--- config.mk ---
export PLATFORM = sky130hd
export DESIGN_NAME = cnt12_disp
export DESIGN_NICKNAME = d
export VERILOG_FILES = /design/src/rtl/seg7_pkg.sv /design/src/rtl/seg7_decode.sv /design/src/rtl/cnt12_disp.sv
export SDC_FILE = /design/constraint.sdc
export NUM_CORES = 1
export LEC_CHECK = 0
export CAP_MARGIN = 40
export CORE_UTILIZATION = 59
export DETAILED_ROUTE_END_ITERATION = 10
export PLACE_DENSITY = 0.83
export SYNTH_ARGS = -nofsm -noshare
export SYNTH_HDL_FRONTEND = slang
export SYNTH_HIERARCHICAL = 1
export SYNTH_SLANG_ARGS = --single-unit
--- constraint.sdc ---
create_clock -name clk -period 5.59 [get_ports clk]
set_clock_uncertainty 0.2 [all_clocks]
set_input_delay 1.677 -clock clk [delete_from_list [all_inputs] [get_ports clk]]
set_output_delay 1.677 -clock clk [all_outputs]
set_load 0.01 [all_outputs]
--- src/rtl/seg7_pkg.sv ---
// Shared 7-segment constants for the mod-12 counter display path.
// All segment codes are active-low, bit order {g,f,e,d,c,b,a}.
package seg7_pkg;

  typedef logic [6:0] seg_t;

  localparam seg_t SEG_DIGIT [0:9] = '{
    7'b1000000, 7'b1111001, 7'b0100100, 7'b0110000, 7'b0011001,
    7'b0010010, 7'b0000010, 7'b1111000, 7'b0000000, 7'b0010000
  };

  localparam seg_t SEG_BLANK = 7'h7F;
  localparam seg_t SEG_DASH  = 7'b0111111;
  localparam int   CNT12_MAX = 11;

endpackage

--- src/rtl/seg7_decode.sv ---
// Combinational BCD to active-low 7-segment decoder.
// Codes 10..15 are not decimal digits and render as a dash.
module seg7_decode
  import seg7_pkg::*;
(
  input  logic [3:0] bcd,
  output seg_t       seg
);

  // Table lookup for 0..9, dash for anything else.
  always_comb begin
    seg = SEG_DASH;
    if (bcd <= 4'd9) seg = SEG_DIGIT[bcd];
  end

endmodule

--- src/rtl/cnt12_disp.sv ---
// Two-digit multiplexed display for a mod-12 counter value.
// A prescaler sets the per-digit slot length, sel scans units then tens,
// and q_in is latched only at frame start so both digits of a frame come
// from the same counter value.
// Optional build macro: CNT12_DISP_LEAD_BLANK_EN blanks a leading-zero tens
// digit (anode scan is unchanged so brightness stays uniform).
module cnt12_disp
  import seg7_pkg::*;
#(
  parameter int REFRESH_DIV = 100000
) (
  input  logic       clk,
  input  logic       reset,
  input  logic [3:0] q_in,
  output logic [6:0] seg,
  output logic [1:0] an,
  output logic       dp,
  output logic       err
);

  localparam int PW = (REFRESH_DIV > 2) ? $clog2(REFRESH_DIV) : 1;

  logic [PW-1:0] pcnt;
  logic          tick;
  logic          sel;
  logic [3:0]    q_lat;
  logic          in_range;
  logic          tens;
  logic [3:0]    units;
  logic [3:0]    digit;
  seg_t          dseg;
  seg_t          seg_nxt;

  assign tick = (pcnt == PW'(REFRESH_DIV - 1));

  // Prescaler: one tick per digit slot.
  always_ff @(posedge clk or posedge reset) begin
    if (reset)     pcnt <= '0;
    else if (tick) pcnt <= '0;
    else           pcnt <= pcnt + 1'b1;
  end

  // Scan select and frame-aligned latch; q_in is sampled only when the
  // tens slot ends (sel 1->0), which is the start of the next frame.
  always_ff @(posedge clk or posedge reset) begin
    if (reset) begin
      sel   <= 1'b0;
      q_lat <= 4'd0;
    end else if (tick) begin
      sel <= ~sel;
      if (sel) q_lat <= q_in;
    end
  end

  // Digit split: 10 and 11 are the only two-digit values.
  assign in_range = (q_lat <= 4'(CNT12_MAX));
  assign tens     = (q_lat >= 4'd10);
  assign units    = tens ? (q_lat - 4'd10) : q_lat;

  // Pick the digit for the active slot; out-of-range forces a dash code.
  always_comb begin
    digit = sel ? {3'b000, tens} : units;
    if (!in_range) digit = 4'hF;
  end

  seg7_decode u_dec (
    .bcd (digit),
    .seg (dseg)
  );

  // Final segment pattern, with optional leading-zero blanking.
  always_comb begin
    seg_nxt = dseg;
`ifdef CNT12_DISP_LEAD_BLANK_EN
    if (sel && !tens && in_range) seg_nxt = SEG_BLANK;
`else
    seg_nxt = dseg;
`endif
  end

  // Registered outputs, one cycle behind sel/q_lat; dark during reset.
  always_ff @(posedge clk or posedge reset) begin
    if (reset) begin
      seg <= SEG_BLANK;
      an  <= 2'b11;
      err <= 1'b0;
    end else begin
      seg <= seg_nxt;
      an  <= sel ? 2'b01 : 2'b10;
      err <= ~in_range;
    end
  end

  assign dp = 1'b1;

endmodule

==> results.md <==
* Status: completed
* Clk sink count at 32
* DP HPWL at 2.092 mm
* TNS Setup at 0 ns
* Final wirelength at 2.775 mm
* CP arrival at 1.38 ns
* Yosys warns at 6
* Average via count per standard cell at 5.848
* Relative slew slack at 53.21%
* Reg clk slew, reported paths at 0.10 ns
* First-pass GRT wire length at 4.588 mm
* Crit end category: primary output
* Netlist cell types at 42
* CTS Buf Count at 5
* Cell area after synthesis at 1573 µm²
* Port bufs at 15
* Die area at 2876 µm²
* Post-CTS Hold Fix Bufs at 0
* Ys flop type: dfrtp_1
* Worst path bufs/invs at 1
* Initial antenna violation count at 0
* Final instance area at 1803 µm²
* Fin crit period at 3.254 ns
* CTS tree: built
* # rows at 18
* Drt first pass iters at 4
* Synth Register Bits at 32
* Number of diodes at 0
* Die height at 53.63 µm
* Worst Max-Slew Pin Slew at 0.7012 ns
* Syn avg cell area at 11.23 µm²
* GPL Wtd Cong at 0.8270
* Vias in the first global route at 1056
* # setup viols final at 0
* Pwr Density at 239.8 nW/µm²
* CP required at 3.71 ns
* Mapped Cells at 140
* Synth-to-Final Area Change at 14.64%
* Area leader, netlist: dfrtp_1
* CP top delay family: flip-flops
* Vias after detailed routing at 1117
* Post-synth top cells: 23 x dfrtp_1, 10 x nand2_1, 10 x xnor2_1, 9 x dfstp_2, 8 x inv_1
* CTS root buffer: clkbuf_4
* Top cell type's share of synthesized area at 36.60%
* Placed Area at 1744 µm²
* CP cell instances: clkdlybuf4s50_1
* Starting Density at 62.91%
* Fmax achieved at 307.3 MHz
* Sequential area share after synthesis at 51.63%
* Share of cells above drive strength 1 at 16.15%
* Drt wl/cell at 14.53 µm
* Worst-path fanout max at 1
* DRT iter0 DRCs at 23
* Fin nets at 173
* DRC viols at 0
* Worst-skew pair later-pin latency at 0.32 ns
* Remaining Overflow, GRT at 0
* Post-synth EDFFs at 0
* Setup bufs post-CTS at 0
* RSZ-0062 raised after global routing: false
* Core Footprint at 2500 µm²
* Async SR Flop Fraction at 100.0%
* Die X-Extent at 53.63 µm
* VDD IR max at 0.0001947 V
* I/O pins at 17
* Maximum buffer depth of the clock tree at 2
* Post-route ant nets at 0
* Syn nets at 153
* Slowest-stage cell, CP: dfstp_2
* GRT Util Overall at 23.11%
* H-tree levels at 2
* Max_cap viols at 0
* Max incr delay on CP at 0.53 ns
* PostCTS Resize Cnt at 0
* Hold Vio Cnt, Final at 0
* Critical path class: reg -> out
* Pin count of the biggest net entering global routing at 21
* Cell with the most instances after synthesis: dfrtp_1
* CP Launch Type: register
* Slew Viols, Final at 0
* Final period util at 58.22%
* Area contributors post-synth: dfrtp_1 37%, dfstp_2 15%, ha_1 5.6%
* P_leak at 0.7756 nW
* Min-Delay Path Class: reg -> reg
-- registers in the layout, summed over array words and instances, names as in the netlist --
register	cells
pcnt	17
an	2
seg	7
q_lat	4
sel	1
err	1
-- routing by layer --
| layer | share of wire, % | up-vias | GRT usage (%) |
|---|---|---|---|
| li1 | - | 534 | - |
| met4 | 1.4 | 0 | 9.649 |
| met2 | 51 | 22 | 37.71 |
| met1 | 44 | 556 | 28.52 |
| met3 | 3.7 | 5 | 6.780 |
| met5 | 0 | - | 0 |
-- cell usage in the layout, fill, tap and decap left out, drive strengths merged, types with 2 or more instances in the layout --
master | synthesis | layout
a21oi | 6 | 6
a221o | 2 | 2
a22o | 2 | 2
and4 | 4 | 4
buf | 4 | 2
clkbuf | 0 | 8
clkdlybuf4s50 | 0 | 15
dfrtp | 23 | 23
dfstp | 9 | 9
ha | 7 | 7
inv | 8 | 8
mux2 | 4 | 4
nand2 | 11 | 11
nand3 | 7 | 7
nor2 | 7 | 7
nor2b | 4 | 4
nor4 | 2 | 2
o21ai | 4 | 4
o21bai | 2 | 2
o31ai | 3 | 3
or3 | 2 | 2
or4 | 2 | 2
xnor2 | 10 | 10
xor2 | 2 | 2
-- cell type report --
cell class / instances / area, µm²
sequential: 32 / 812.0
timing repair buffer: 17 / 162.7
clock buffer: 8 / 58.81
tap: 30 / 37.54
multi-input combinational: 96 / 701.9
inverter: 8 / 30.03
fill: 173 / 696.9
-- cells by family after synthesis --
| family | after synthesis | synth area share [%] |
|---|---|---|
| other cells | 1 | 0.2384 |
| buf+inv | 12 | 3.739 |
| fa+ha+maj | 7 | 5.569 |
| flops | 32 | 51.63 |
| compound gates | 23 | 11.06 |
| mux | 5 | 3.500 |
| simple gates | 48 | 17.58 |
| xor+xnor | 12 | 6.683 |
-- power by group --
group | switching (mW) | leakage, nW | internal (mW)
clock network | 0.0717 | 0.0326 | 0.0620
logic | 0.0248 | 0.352 | 0.0269
registers | 0.00314 | 0.391 | 0.244
total | 0.0997 | 0.776 | 0.333
-- path summary, 6_finish.rpt --
path,slack [ns],endpoint,cells after the start,start
max,2.34,an[0],1,an[0]
min,0.21,an[0],0,sel
max reg2reg,3.47,q_lat[0],5,pcnt[0]
min reg2reg,0.21,an[0],0,sel
max in group asynchronous,2.98,pcnt[2],3,reset
min in group asynchronous,1.57,err,2,reset
-- per-stage QoR --
| stage | util, % | hold WS (ns) | power, mW | worst slack (ns) | cells |
|---|---|---|---|---|---|
| detailed placement | 69.77 | 0.2215 | 0.3033 | 2.584 | 183 |
| global placement | 69.57 | 0.2161 | 0.2998 | 2.631 | 182 |
| finish | 72.12 | 0.2121 | 0.4323 | 2.336 | 191 |
| CTS | 72.12 | 0.2193 | 0.4368 | 2.310 | 191 |
| global route | 72.12 | 0.2320 | 0.4525 | 2.273 | 191 |
| floorplan | - | 0.1943 | 0.2818 | 3.037 | 140 |
Power figures use the tool's default switching activity.
